--- config.mk ---
export PLATFORM = sky130hd
export DESIGN_NAME = region_range_match
export DESIGN_NICKNAME = d
export VERILOG_FILES = /design/src/rtl/region_range_match.sv
export SDC_FILE = /design/constraint.sdc
export NUM_CORES = 1
export LEC_CHECK = 0
export ABC_AREA = 0
export CAP_MARGIN = 15
export CORE_ASPECT_RATIO = 1.5
export CORE_UTILIZATION = 40
export DETAILED_ROUTE_END_ITERATION = 7
export PLACE_DENSITY = 0.68
export SLEW_MARGIN = 40
export SYNTH_ARGS = -nofsm -noshare
export SYNTH_HDL_FRONTEND = slang
export SYNTH_SLANG_ARGS = --single-unit
--- constraint.sdc ---
create_clock -name vclk -period 8.9
set_input_delay 2.225 -clock vclk [all_inputs]
set_output_delay 2.225 -clock vclk [all_outputs]
set_load 0.03 [all_outputs]
--- src/rtl/region_range_match.sv ---
// Combinational single-rule address range check.
//   en_i     : rule index is populated in its table
//   base_i   : region base address
//   length_i : region length (0 = empty region)
//   addr_i   : address under test
//   match_o  : base <= addr < base + length, evaluated without wrap-around
module region_range_match (
  input  logic        en_i,
  input  logic [63:0] base_i,
  input  logic [63:0] length_i,
  input  logic [63:0] addr_i,
  output logic        match_o
);

  logic [64:0] addr_ext;
  logic [64:0] lo;
  logic [64:0] hi;

  // 65-bit arithmetic so a region ending at 2^64 does not wrap to 0
  assign addr_ext = {1'b0, addr_i};
  assign lo       = {1'b0, base_i};
  assign hi       = {1'b0, base_i} + {1'b0, length_i};

  assign match_o = en_i && (length_i != 64'd0) && (addr_ext >= lo) && (addr_ext < hi);

endmodule

==> flow_summary.toml <==
[floorplanning]
rows = 59
die_w_um = 110
start_util = 0.407
die-height_um = 165
fp.coreArea_um2 = 17300
ios = 194
die_area_um2 = 18200

[synthesis]
syn-num-nets = 1359
yosysWarnings = 0
syn_inst = 974
synthDistinctLibCells = 60
synth_area_um2 = 7060
synth_area_per_cell_um2 = 7.25
ys_seq_area_frac = 0

[route]
first_iter_violations = 540
drt-total-wl_mm = 30.4
routedWlPerCell_um = 18.6
dr.pass1.iters = 4
vias = 9539
ant_nets = 0
drc = 0
via_per_inst = 5.84

[min_path]
hold_class = "in -> out"
holdPathStages = 5

[sta]
grt_setup_unrepaired = "yes"
fin_ws_ns = -0.119
finalSetupViolCount = 1
worst_pin_slew_ns = 0.667
period_needed_ns = 9.02
finalMaxSlewViolations = 0
hold_slack_ns = 5.28
relSlewSlack = 0.552
hold_viol = 0
period_share = 1.01
max_clock_freq_ghz = 0.111

[global_route]
grt-ovfl-total = 0
grt_pass1_wl_mm = 46.3
grt_usage = 0.314
antenna_found_initial = 2
grt_max_degree = 11
grt_pass1_vias = 9720

[cells_and_area]
fillers = 1397
area_growth_pct = 70.7
area.sequential_um2 = 0
fin_nets = 1806
mostFrequentLayoutCell = "buf_4"
clock_buffers = 0
multi_input_area_um2 = 7700
final_cell_mix = "266 x buf_4, 148 x ha_1, 103 x clkdlybuf4s50_1"
n_sequential_cell = 0
layout-drive-gt1-share = 0.323

[pwr]
p_total_uw = 901
p_leak_uw = 0.00582
power_density_nw_per_um2 = 74.8
peakVddDrop_uv = 41.4

[critical_path]
cp_data_required_time_ns = 6.68
start_kind = "input port"
critPathCaptureType = "primary output"
worstSetupPathType = "in -> out"
cp.arrival_ns = 6.79
worstPathMaxFanout = 4

[place]
gp_congestion = 0.994
dpl.hpwl_mm = 24.8
io_buffer_count = 194

[clock_network]
postCtsHoldBufs = 0

[run_status]
violations = "negative setup slack"
status = "finished, violations left"

[job]
cap_violations = 0
## cells in the mapped netlist, types with 3 or more instances
cell      count  share of area
and3_1        8         0.0071
xor2_1       30          0.037
nor2b_1      16          0.014
nor4_1       24          0.021
o211ai_1     13          0.014
o21ai_1      13         0.0092
a21oi_1     103          0.073
o21a_1        9         0.0096
ha_1        191           0.34
o211a_1       3         0.0043
o41ai_1       4         0.0050
nor2_1       50          0.027
xnor2_1      29          0.036
nand2_1      60          0.032
a21o_1       70          0.074
a31oi_1      14          0.012
nand3_1      22          0.016
nand2b_1     15          0.013
nor3_1       15          0.011
o31ai_1       7         0.0074
nand4_1      40          0.035
buf_2         7         0.0050
o21bai_1     15          0.016
or2_2         3         0.0027
clkbuf_1     15         0.0080
o21ai_0      50          0.035
a211oi_1     12          0.013
inv_1        78          0.041
and2_1        7         0.0062
a311oi_1      5         0.0062
a211o_1       5         0.0062
## repair_timing
item	CTS	global route
endpoints found under the setup margin	1	1
pin swaps	72	83
resized for setup	242	122
buffers inserted	30	24
## path summary, 6_finish.rpt
kind | to | from
setup / recovery | match_o | length_i[20]
hold / removal | match_o | en_i
## per-layer routing
metal / vias up / track usage / share of wire / wire (um)
li1: 4604 / - / - / -
met1: 4391 / 0.303 / 0.35 / 10600
met2: 413 / 0.627 / 0.53 / 16100
met3: 131 / 0.0250 / 0.047 / 1430
met4: 0 / 0.215 / 0.077 / 2350
met5: - / 0 / 0 / 0
## critical path, stage by stage
cell,delay [ns]
dlygate4sd2_1,0.29
ha_4,0.30
and2_4,0.17
buf_4,0.10
nand4_1,0.11
buf_4,0.18
a211oi_4,0.28
o31ai_4,0.11
a2111oi_4,0.39
nor3_2,0.09
buf_4,0.14
buf_4,0.13
a21oi_2,0.12
xnor2_1,0.09
ha_1,0.30
nand4_1,0.14
nor4_2,0.30
nand4_1,0.13
or4_4,0.50
a21oi_2,0.14
o21bai_4,0.14
o21a_1,0.15
a311oi_2,0.06
buf_4,0.19
## final cells by class
cell class,instances,area share
well taps,213,0.0221
diodes,2,0.000415
repair buffers,467,0.314
inverters,78,0.0243
multi-input cells,874,0.639
## through the flow
| step | utilization | TNS [ns] | area (um2) | worst slack (ns) | instances |
|---|---|---|---|---|---|
| finish | 0.695 | -0.119 | 12100 | -0.119 | 1634 |
| global route | 0.695 | -0.284 | 12100 | -0.284 | 1634 |
| floorplan | - | 0 | 7060 | 0.271 | 974 |
| detailed placement | 0.625 | -0.614 | 10800 | -0.614 | 1580 |
| CTS | 0.677 | 0 | 11700 | 0.00179 | 1608 |
| global placement | 0.625 | -0.524 | 10800 | -0.524 | 1580 |
## logic make-up after synthesis
| family | Yosys count | share of synthesized area |
|---|---|---|
| AOI/OAI and AO/OA | 346 | 0.325 |
| and+or+nand+nor | 275 | 0.203 |
| adders and majority gates | 192 | 0.341 |
| buffers and inverters | 100 | 0.0544 |
| xor gates and xnor gates | 59 | 0.0732 |
| muxes | 2 | 0.00301 |
## where the power goes
| part | internal, uW | leakage [uW] | switching, uW |
|---|---|---|---|
| clock network | 0.0000301 | 0.0000000127 | 0 |
| logic | 462 | 0.00582 | 440 |
| registers | 0 | 0 | 0 |
| total | 462 | 0.00582 | 440 |
(Power assumes the default switching activity.)
